==> src/rtl/alu_mul_seq.sv <==
// ---------------------------------------------------------------------------
// alu_mul_seq
//   Multi-cycle unsigned shift-and-add multiplier that borrows the shared
//   integer ALU (ADD mode) instead of using a dedicated multiplier.
//   The product is built as a sum of doubled multiplicands:
//     ACC : if the current multiplier LSB is set, acc <= acc + mcand (ALU)
//     DBL : mcand <= mcand + mcand (ALU), multiplier shifts right
//   Only the low WIDTH bits of op_a*op_b are produced (wraps mod 2^WIDTH).
//
// Ports:
//   clk, rst_n      clock, asynchronous active-low reset
//   start           pulse; captures op_a/op_b when idle
//   op_a, op_b      multiplicand, multiplier
//   busy            high while in ACC/DBL
//   done            one-cycle completion strobe
//   result          low WIDTH bits of product, held until next start
//   alu_req         ALU wanted this cycle (never depends on alu_gnt)
//   alu_gnt         core grants the ALU this cycle
//   alu_ctrl        ALU_ADD while requesting, else 0
//   alu_op1/op2     ALU operands, 0 while not requesting
//   alu_out         ALU sum, used only when alu_req && alu_gnt
// ---------------------------------------------------------------------------
module alu_mul_seq #(
    parameter int         WIDTH   = 32,
    parameter logic [2:0] ALU_ADD = 3'b000
) (
    input  logic             clk,
    input  logic             rst_n,
    input  logic             start,
    input  logic [WIDTH-1:0] op_a,
    input  logic [WIDTH-1:0] op_b,
    output logic             busy,
    output logic             done,
    output logic [WIDTH-1:0] result,
    output logic             alu_req,
    input  logic             alu_gnt,
    output logic [2:0]       alu_ctrl,
    output logic [WIDTH-1:0] alu_op1,
    output logic [WIDTH-1:0] alu_op2,
    input  logic [WIDTH-1:0] alu_out
);

    localparam int CW = $clog2(WIDTH) + 1;

    typedef enum logic [1:0] {
        S_IDLE,
        S_ACC,
        S_DBL,
        S_DONE
    } state_t;

    state_t           state_reg,  state_next;
    logic [WIDTH-1:0] acc_reg,    acc_next;
    logic [WIDTH-1:0] mcand_reg,  mcand_next;
    logic [WIDTH-1:0] mplier_reg, mplier_next;
    logic [CW-1:0]    cnt_reg,    cnt_next;
    logic [WIDTH-1:0] result_reg, result_next;
    logic             last_step;

    always_ff @(posedge clk or negedge rst_n) begin
        if (!rst_n) begin
            state_reg  <= S_IDLE;
            acc_reg    <= '0;
            mcand_reg  <= '0;
            mplier_reg <= '0;
            cnt_reg    <= '0;
            result_reg <= '0;
        end else begin
            state_reg  <= state_next;
            acc_reg    <= acc_next;
            mcand_reg  <= mcand_next;
            mplier_reg <= mplier_next;
            cnt_reg    <= cnt_next;
            result_reg <= result_next;
        end
    end

    // The ACC step is the last one when no higher multiplier bits remain,
    // or when every bit position has been visited.
    assign last_step = (mplier_reg[WIDTH-1:1] == '0) ||
                       (cnt_reg == CW'(WIDTH - 1));

    always_comb begin
        state_next  = state_reg;
        acc_next    = acc_reg;
        mcand_next  = mcand_reg;
        mplier_next = mplier_reg;
        cnt_next    = cnt_reg;
        result_next = result_reg;
        alu_req     = 1'b0;
        alu_ctrl    = 3'b000;
        alu_op1     = '0;
        alu_op2     = '0;

        case (state_reg)
            S_IDLE: begin
                if (start) begin
                    acc_next = '0;
                    if (op_b != '0) begin
                        mcand_next  = op_a;
                        mplier_next = op_b;
                        cnt_next    = '0;
                        state_next  = S_ACC;
                    end else begin
                        state_next  = S_DONE;
                    end
                end
            end

            S_ACC: begin
                if (mplier_reg[0]) begin
                    alu_req  = 1'b1;
                    alu_ctrl = ALU_ADD;
                    alu_op1  = acc_reg;
                    alu_op2  = mcand_reg;
                    if (alu_gnt) begin
                        acc_next   = alu_out;
                        state_next = last_step ? S_DONE : S_DBL;
                    end
                end else begin
                    state_next = last_step ? S_DONE : S_DBL;
                end
            end

            S_DBL: begin
                alu_req  = 1'b1;
                alu_ctrl = ALU_ADD;
                alu_op1  = mcand_reg;
                alu_op2  = mcand_reg;
                if (alu_gnt) begin
                    mcand_next  = alu_out;
                    mplier_next = mplier_reg >> 1;
                    cnt_next    = cnt_reg + CW'(1);
                    state_next  = S_ACC;
                end
            end

            S_DONE: begin
                result_next = acc_reg;
                state_next  = S_IDLE;
            end

            default: state_next = S_IDLE;
        endcase
    end

    assign busy   = (state_reg == S_ACC) || (state_reg == S_DBL);
    assign done   = (state_reg == S_DONE);
    // The final accumulator is shown directly during the done cycle so the
    // result is valid together with the strobe; afterwards the copy holds it.
    assign result = (state_reg == S_DONE) ? acc_reg : result_reg;

endmodule

==> config.mk <==
export PLATFORM = sky130hd
export DESIGN_NAME = alu_mul_seq
export DESIGN_NICKNAME = d
export VERILOG_FILES = /design/src/rtl/alu_mul_seq.sv
export SDC_FILE = /design/constraint.sdc
export NUM_CORES = 1
export LEC_CHECK = 0
export ABC_AREA = 1
export BUFFER_PORTS_ARGS = -buffer_cell sky130_fd_sc_hd__buf_2
export CAP_MARGIN = 20
export CORE_AREA = 10 10 96 183
export DETAILED_ROUTE_END_ITERATION = 12
export DIE_AREA = 0 0 106 193
export PLACE_DENSITY_LB_ADDON = 0.12
export SLEW_MARGIN = 10
export SYNTH_ARGS = -nofsm -noshare
export SYNTH_HDL_FRONTEND = slang
export SYNTH_SLANG_ARGS = --single-unit
==> constraint.sdc <==
create_clock -name clk -period 4.9 [get_ports clk]
set_input_delay 0.98 -clock clk [delete_from_list [all_inputs] [get_ports clk]]
set_output_delay 0.98 -clock clk [all_outputs]
set_load 0.05 [all_outputs]
# Word level (Yosys, flattened, before mapping)
# Cells that the tools add are included.
dict set report classes {
  add_sub_neg 1
  n_eq_ne 10
  muxes 29
  reduce_logical 10
}
# cell count
set op_table {}
lappend op_table {{32-bit two-way mux} 11}
lappend op_table {{32-bit one-hot mux with 2 select lines} 5}
lappend op_table {{32-bit nonzero test} 1}
lappend op_table {{31-bit zero test} 1}
lappend op_table {{6-bit two-way mux} 3}
lappend op_table {{6-bit one-hot mux with 2 select lines} 1}
lappend op_table {{2-bit two-way mux} 5}
lappend op_table {{2-bit != test (second input constant)} 5}
lappend op_table {{2-bit one-hot mux with 4 select lines} 1}
lappend op_table {{4-bit AND reduction} 2}
lappend op_table {{6-bit by 1-bit adder with 6-bit output (second input constant)} 1}
lappend op_table {{6-bit by 5-bit == test with 1-bit output (second input constant)} 1}
lappend op_table {{2-bit == test (second input constant)} 2}
lappend op_table {{2-bit nonzero test} 2}
lappend op_table {{3-bit != test (second input constant)} 1}
lappend op_table {{3-bit AND reduction} 1}
lappend op_table {{2-bit by 1-bit == test with 1-bit output (second input constant)} 1}
lappend op_table {{2-bit zero test} 1}
lappend op_table {{1-bit logical OR} 2}
lappend op_table {{1-bit two-way mux} 2}
lappend op_table {{1-bit one-hot mux with 2 select lines} 1}
dict set report word_totals {
  reg_bits 136
  input_bits 100
  out_inout_bits 102
  wordCells 56
}

# Longest topological paths before layout
# Gate-level depths: netlist of run 1.
dict set report logic_depth {
  word_depth 6
  mapped_depth 11
  ltp_nobuf 10
}

# Worst setup path before layout of run 1
# Ideal clock, no wire load.
dict set report synth_path {
  kind {register to output}
  start {register state_reg[0]}
  end {output port alu_op2[0]}
  arrival_ps 2978
  required_time_ps 3920
  path_slack_ps 942
  path_stages_with_launch 8
  path_cell_list {dfrtp_1 -> inv_1 -> ha_1 -> inv_1 -> nor2_1 -> inv_1 -> buf_2 -> nor2_1}
}
dict set report synth_via {
  elab_chain_cells 2
}
# item line_no
set synth_rtl {}
lappend synth_rtl {{start: declaration} 52} ;# state_t state_reg, state_next;
lappend synth_rtl {{start signal: assignment} 69} ;# state_reg <= state_next;
lappend synth_rtl {{2-bit == test / 2-bit by 1-bit == test with 1-bit output (equally long branches)} 95} ;# case (state_reg)
lappend synth_rtl {{32-bit one-hot mux with 2 select lines *} 95}
lappend synth_rtl {{end: declaration} 39} ;# output logic [WIDTH-1:0] alu_op2,
# Mark *: on every way between the ends. The rest lies on a longest branch, timed or not.

# Worst setup path in the final report of run 1
dict set report layout_path {
  start {register state_reg[0]}
  end {output port alu_op2[25]}
}
# The elaborated chain is that of the path after synthesis.

==> results.md, run 1 <==
* Area overhead of the layout relative to synthesis at 22.82%
* Worst Setup End Kind: output port
* Die area at 20460 sq um
* Clk root buf: clkbuf_16
* Initial antenna violation count at 0
* Final Util at 60.48%
* Placed Area at 8267 sq um
* Post-synth EDFFs at 0
* Final setup fails at 0
* Cell accounting for the most synthesized area: dfrtp_1
* Tmin final at 3.886 ns
* Ant. Diodes at 0
* Status: completed
* Register area share after synthesis at 47.14%
* Post-CTS Resized at 0
* CTS sink cnt at 136
* Synth Cell Area at 7219 sq um
* CTS tree: built
* Final wirelength at 21750 um
* Max Cap Viol at 0
* Final Hold Fails at 0
* Top achievable clock speed at 0.2573 GHz
* Design Area, Final at 8867 sq um
* Avg WL per Cell at 15.61 um
* Core box area at 14660 sq um
* Final nets at 1290
* Pleak at 4.751 nW
* Max clock buf depth at 2
* Yosys cell types at 27
* Power Density at 812.4 nW/um^2
* Fraction of registers with async set/reset at 100.0%
* Antenna Violating Nets Remaining at 0
* Top cells by area, synth: dfrtp_1, nand2_1, nand3_1
* Synth Warn # at 0
* Largest net degree at the start of global routing at 103
* Setup TNS at 0 ns
* Final Max Slew Viols at 0
* Syn_area_per_cell at 7.064 sq um
* Main synth FF type: dfrtp_1
* CP Class: register to output port
* Vias in the first global route at 7139
* Hold Buf Count CTS at 0
* Yosys reg bits at 136
* Post-CTS Repair Setup Buffers at 0
* Row count at 63
* CTS H-Tree Depth at 4
* Slew @ Worst Pin at 1.020 ns
* Total I/O pin count at 202
* Top cell type's share of synthesized area at 47.14%
* GRT Total Usage at 21.17%
* Total number of vias at 7072
* Placed cells at 1361
* Worst min path class: register to register
* Post-Syn Instances at 1022
* GRT overflow at 0
* Chip height at 193 um
* IO buf count at 198
* WP data arrival at 2.91 ns
* Max VDD drop at 0.6209 mV
* CP required at 3.92 ns
* CP max FO at 33
* Initial core utilization at 49.24%
* Setup crit start kind: register
* Non-filler cells, final at 1393
* Vias/cell at 5.077
* First-pass GRT wire length at 35470 um
* Final Cycle Share at 79.31%
* HPWL after DPL at 14510 um
* RSZ-0062 raised after global routing: false
* Die outline width at 106 um
* Cts bufs inserted at 17
* Worst-Skew Late Latency at 0.41 ns
* Worst rel slew slack at 32.00%
* Layout cell share with drive strength beyond 1 at 21.12%
* CTS clock-pin slew for the worst setup and hold paths at 0.05 ns
* TritonRoute pass-1 iters at 5
* Drt drc at 0
* Clock Skews at 0.01081 ns
* Initial drt markers at 372
* Placer congestion estimate at 0.8297
## layout make-up
class	instances	area (sq um)
Timing Repair Buffer	210	1100
Tap cell	195	244.0
Sequential cell	136	3403
Clock inverter	13	167.7
Clock buffer	19	432.9
Fill cell	1434	5794
Multi-Input combinational cell	715	3126
Inverter	105	394.1
## worst paths after layout
path | from | end | slack, ns | depth (start not counted)
setup / recovery | state_reg[0]$_DFFE_PN0P_ | alu_op2[25] | 1.01 | 9
hold / removal | mplier_reg[31]$_DFFE_PN0P_ | mplier_reg[31]$_DFFE_PN0P_ | 0.48 | 2
setup reg to reg | state_reg[0]$_DFFE_PN0P_ | mcand_reg[25]$_DFFE_PN0P_ | 1.84 | 9
hold reg to reg | mplier_reg[31]$_DFFE_PN0P_ | mplier_reg[31]$_DFFE_PN0P_ | 0.48 | 2
max in group asynchronous | rst_n | mcand_reg[22]$_DFFE_PN0P_ | 3.12 | 2
min in group asynchronous | rst_n | mplier_reg[6]$_DFFE_PN0P_ | 0.63 | 1
## logic make-up after synthesis
group,after synthesis,synth area share (%)
xor gates and xnor gates,3,0.3640
and+or+nand+nor,571,32.13
buffers and inverters,173,10.02
adders and majority gates,5,0.8666
other,1,0.05194
DFF,136,47.14
AOI/OAI and AO/OA,133,9.428
## cells in the final DEF, fill, tap and decap left out, types with 2 or more instances in the layout
| master | Yosys | final |
|---|---|---|
| nand3_1 | 104 | 104 |
| conb_1 | 1 | 3 |
| buf_2 | 20 | 197 |
| ha_1 | 5 | 2 |
| nand4_1 | 7 | 7 |
| a21oi_1 | 66 | 66 |
| clkinvlp_4 | 0 | 2 |
| nor2_1 | 98 | 98 |
| clkinv_4 | 0 | 2 |
| bufinv_16 | 0 | 3 |
| a21oi_4 | 1 | 2 |
| inv_1 | 101 | 101 |
| xor2_1 | 2 | 2 |
| o21ai_1 | 5 | 5 |
| inv_2 | 4 | 4 |
| dfrtp_1 | 136 | 136 |
| buf_4 | 13 | 11 |
| clkbuf_1 | 26 | 2 |
| nand2_2 | 2 | 2 |
| o21ai_0 | 60 | 60 |
| ha_2 | 0 | 2 |
| clkbuf_16 | 0 | 17 |
| inv_6 | 0 | 4 |
| nand2_1 | 354 | 354 |
| clkinv_2 | 0 | 2 |
## through the flow
step                total power (W)  hold slack [ns]  worst slack [ns]
global route               0.007724           0.5200            0.7853
global placement           0.005849           0.4593             1.551
detailed placement         0.005918           0.4642             1.446
finish                     0.007204           0.4783             1.014
CTS                        0.007252           0.4819             1.004
floorplan                  0.004946           0.4417            0.9422
## metal layers
layer  track usage (%)  up-vias  wire [um]
li1                  -     3499          -
met1             26.47     3307       9253
met2             34.37      247      10460
met3             6.957       19       1721
met4             5.812        0        310
met5                 0        -          0
## report_power, final
group	switching, W	internal (W)
registers	0.000280	0.00162
logic	0.00306	0.000931
clock network	0.000506	0.000807
total	0.00385	0.00335
## synth_stat cells, types with 2 or more instances
cell type / instances
a21oi_1: 66
buf_1: 9
buf_2: 20
buf_4: 13
clkbuf_1: 26
dfrtp_1: 136
ha_1: 5
inv_1: 101
inv_2: 4
nand2_1: 354
nand2_2: 2
nand3_1: 104
nand4_1: 7
nor2_1: 98
o21ai_0: 60
o21ai_1: 5
xor2_1: 2
## worst max-delay path: stages (launching register included)
cell and delay (ns):
dfrtp_1 0.43, inv_1 0.12, ha_1 0.32, inv_1 0.06, buf_4 0.36, nor2_1 0.12
inv_1 0.51, buf_4 0.33, nor2_1 0.06, buf_2 0.21
(Power assumes the default switching activity.)
==> run 2: changes to the inputs <==
--- a/config.mk
+++ b/config.mk
@@ -5,12 +5,12 @@
 export SDC_FILE = /design/constraint.sdc
 export NUM_CORES = 1
 export LEC_CHECK = 0
-export ABC_AREA = 1
+export ABC_AREA = 0
 export BUFFER_PORTS_ARGS = -buffer_cell sky130_fd_sc_hd__buf_2
 export CAP_MARGIN = 20
-export CORE_AREA = 10 10 96 183
+export CORE_AREA = 10 10 94 178
 export DETAILED_ROUTE_END_ITERATION = 12
-export DIE_AREA = 0 0 106 193
+export DIE_AREA = 0 0 104 188
 export PLACE_DENSITY_LB_ADDON = 0.12
 export SLEW_MARGIN = 10
 export SYNTH_ARGS = -nofsm -noshare
==> constraint.sdc (replaced) <==
create_clock -name clk -period 3.9 [get_ports clk]
set_input_delay 0.78 -clock clk [delete_from_list [all_inputs] [get_ports clk]]
set_output_delay 0.78 -clock clk [all_outputs]
set_load 0.05 [all_outputs]
==> run 2 against run 1 <==
Compared with the run above: clock skew shrank 0.0052 ns; count of clock-buffer cells in the layout did not move; cell area down 3.1%; critical path depth down 3; final cell count shrank 23%; register-to-register slack lost 0.62 ns; worst setup slack worse by 0.47 ns; critical path type unchanged.
==> results.md, run 2 <==
* Status: completed (unchanged)
* Post-CTS Repair Setup Buffers at 0 (unchanged)
* Final wirelength at 20160 um (was 21750 um)
* Worst min path class: primary input to async pin (was register to register)
* Final Hold Fails at 0 (unchanged)
* Max VDD drop at 0.5168 mV (was 0.6209 mV)
* Post-synth EDFFs at 0 (unchanged)
* Setup TNS at 0 ns (unchanged)
* Yosys reg bits at 136 (unchanged)
* CP max FO at 33 (unchanged)
* Worst rel slew slack at 48.05% (was 32.00%)
* RR Endpoint: mcand_reg[7]$_DFFE_PN0P_ (was mcand_reg[25]$_DFFE_PN0P_)
* CTS sink cnt at 136 (unchanged)
* Placed Area at 7894 sq um (was 8267 sq um)
* Total I/O pin count at 202 (unchanged)
* RSZ-0062 raised after global routing: false (unchanged)
* Setup crit start kind: register (unchanged)
* Cell with the most instances after synthesis: nand2_1 (unchanged)
* Row count at 61 (was 63)
* Met1 usage at 21.80% (was 26.47%)
* HPWL after DPL at 14670 um (was 14510 um)
* Final nets at 970 (was 1290)
* CTS tree: built (unchanged)
* Final Cycle Share at 85.99%
* Main synth FF type: dfrtp_1 (unchanged)
* GR peak layer: met2 (unchanged)
* WP data arrival at 2.57 ns (was 2.91 ns)
* Layout cell share with drive strength beyond 1 at 32.19% (was 21.12%)
* Die outline width at 104 um (was 106 um)
* Top cells by area, synth: dfrtp_1, mux2i_1, nand2_1 (was dfrtp_1, nand2_1, nand3_1)
* Final setup fails at 0 (unchanged)
* Antenna Violating Nets Remaining at 0 (unchanged)
* Top achievable clock speed at 0.2982 GHz
* Avg WL per Cell at 18.91 um (was 15.61 um)
* Synth Cell Area at 6763 sq um (was 7219 sq um)
* Met3 Use GR at 4.876% (was 6.957%)
* Clock Skews at 0.005602 ns (was 0.01081 ns)
* Initial antenna violation count at 0 (unchanged)
* Initial drt markers at 180 (was 372)
* Cts bufs inserted at 17 (unchanged)
* First-pass GRT wire length at 33030 um (was 35470 um)
* Worst R2R Path Depth at 8 (was 9)
* Final Util at 61.83% (was 60.48%)
* Yosys cell types at 37 (was 27)
* Core box area at 13890 sq um (was 14660 sq um)
* Vias in the first global route at 6357 (was 7139)
* R2R Path Start: state_reg[0]$_DFFE_PN0P_ (unchanged)
* Cell accounting for the most synthesized area: dfrtp_1 (unchanged)
* IO buf count at 198 (unchanged)
* Initial core utilization at 48.68% (was 49.24%)
* Design Area, Final at 8588 sq um (was 8867 sq um)
* Top cell type's share of synthesized area at 50.32% (was 47.14%)
* Minimum hold slack at 0.4159 ns (was 0.4783 ns)
* Worst-Skew Late Latency at 0.41 ns (about the same)
* Grt met2 use at 37.97% (was 34.37%)
* CTS clock-pin slew for the worst setup and hold paths at 0.06 ns (was 0.05 ns)
* Power Density at 987.5 nW/um^2 (was 812.4 nW/um^2)
* GRT Total Usage at 20.79% (was 21.17%)
* Max Cap Viol at 0 (unchanged)
* Worst Setup End Kind: output port (unchanged)
* Die area at 19550 sq um (was 20460 sq um)
* Total number of vias at 5620 (was 7072)
* Largest net degree at the start of global routing at 85 (was 103)
* Drt drc at 0 (unchanged)
* Chip height at 188 um (was 193 um)
* Most common library cells after synthesis: nand2_1, dfrtp_1, o21ai_0 (was nand2_1, dfrtp_1, nand3_1)
* Post-Syn Instances at 685 (was 1022)
* Synth Warn # at 0 (unchanged)
* Vias/cell at 5.272 (was 5.077)
* Tmin final at 3.354 ns
* Post-CTS Resized at 0 (unchanged)
* TritonRoute pass-1 iters at 4 (was 5)
* Most frequent cells in the layout: buf_2, nand2_1, dfrtp_1, o21ai_0, mux2i_1 (was nand2_1, buf_2, dfrtp_1, nand3_1, inv_1)
* CTS H-Tree Depth at 4 (unchanged)
* Pleak at 4.127 nW (was 4.751 nW)
* Syn_area_per_cell at 9.873 sq um (was 7.064 sq um)
* Hold Buf Count CTS at 0 (unchanged)
* GRT overflow at 0 (unchanged)
* Area overhead of the layout relative to synthesis at 26.99% (was 22.82%)
* Register area share after synthesis at 50.32% (was 47.14%)
* CP Class: register to output port (unchanged)
* Fraction of registers with async set/reset at 100.0% (unchanged)
* Max clock buf depth at 2 (unchanged)
* Slew @ Worst Pin at 0.7792 ns (was 1.020 ns)
* Clk root buf: clkbuf_16 (unchanged)
* Final Max Slew Viols at 0 (unchanged)
* Commonest non-fill, non-tap cell in the layout: buf_2 (was nand2_1)
* Placer congestion estimate at 0.8416 (was 0.8297)
* CP required at 3.12 ns (was 3.92 ns)
* R2R Setup Slk at 1.22 ns (was 1.84 ns)
## run 2: cell types whose count changed after synthesis, moves of 15 or more
cell     previous run  this run
inv_1             101         5
and2_1              0        34
o21ai_0            60        92
nor2b_1             0        33
nand2_1           354       141
nand3_1           104         5
nor2_1             98         3
a22oi_1             0        32
a21oi_1            66         3
buf_2              20         5
mux2i_1             0        63
mux2_2              0        33
## run 2: stage by stage
step	power, W	cells	setup slack (ns)
after floorplan	0.005600	687	0.6201
after global routing	0.009025	1065	0.4384
after global placement	0.006571	1034	0.8011
after CTS	0.008536	1064	0.5438
after detailed placement	0.006689	1034	0.6674
final	0.008481	1066	0.5463
## run 2: logic make-up (layout without fill, tap and decap cells)
| logic type | Yosys count | in the layout | share of synthesized area [%] |
|---|---|---|---|
| AO/OA/AOI/OAI | 144 | 144 | 12.34 |
| AND/OR/NAND/NOR | 244 | 244 | 17.24 |
| buffers and inverters | 59 | 248 | 4.292 |
| flip-flops | 136 | 136 | 50.32 |
| other | 1 | 4 | 0.05545 |
| multiplexers | 96 | 96 | 14.82 |
| adder cells (fa/ha/maj) | 5 | 5 | 0.9251 |
## run 2: final cells by class
class                   count  area, sq um
inverters                   5        18.77
flip-flops and latches    136         3403
clock buffers              19        452.9
diodes                      1        2.502
fillers                  1256         5303
well taps                 189        236.5
multi-input cells         492         3105
repair buffers            213         1150
clock inverters            11        219.0
## run 2: worst max-delay path: stages (launching register included)
cell	delay, ns
dfrtp_1	0.43
inv_1	0.12
ha_1	0.56
nor2b_2	0.21
buf_4	0.32
and2_1	0.23
buf_2	0.28
## run 2: worst max-delay path by stage
stage                             startpoint                    endpoint  slack (ns)  cells past startpoint
CTS                 state_reg[0]$_DFFE_PN0P_                 alu_op2[21]        0.54                      6
floorplan           state_reg[0]$_DFFE_PN0P_                 alu_op2[13]        0.62                      5
detailed placement                   op_b[3]  mplier_reg[28]$_DFFE_PN0P_        0.67                      7
global placement                     op_b[3]  mplier_reg[17]$_DFFE_PN0P_        0.80                      7
global route        state_reg[0]$_DFFE_PN0P_                 alu_op2[21]        0.44                      6
finish              state_reg[0]$_DFFE_PN0P_                 alu_op2[21]        0.55                      6
## run 2: layer usage
layer | share of wire (%) | wire (um) | up-vias
li1 | - | - | 2715
met1 | 38 | 7633 | 2691
met2 | 54 | 10870 | 172
met3 | 4.6 | 935 | 42
met4 | 3.6 | 716 | 0
met5 | 0 | 0 | -
## run 2: power by group
part	total, W	internal (W)	switching (W)
logic	0.00427	0.00128	0.00299
registers	0.00239	0.00200	0.000388
clock network	0.00183	0.00123	0.000597
total	0.00848	0.00451	0.00397
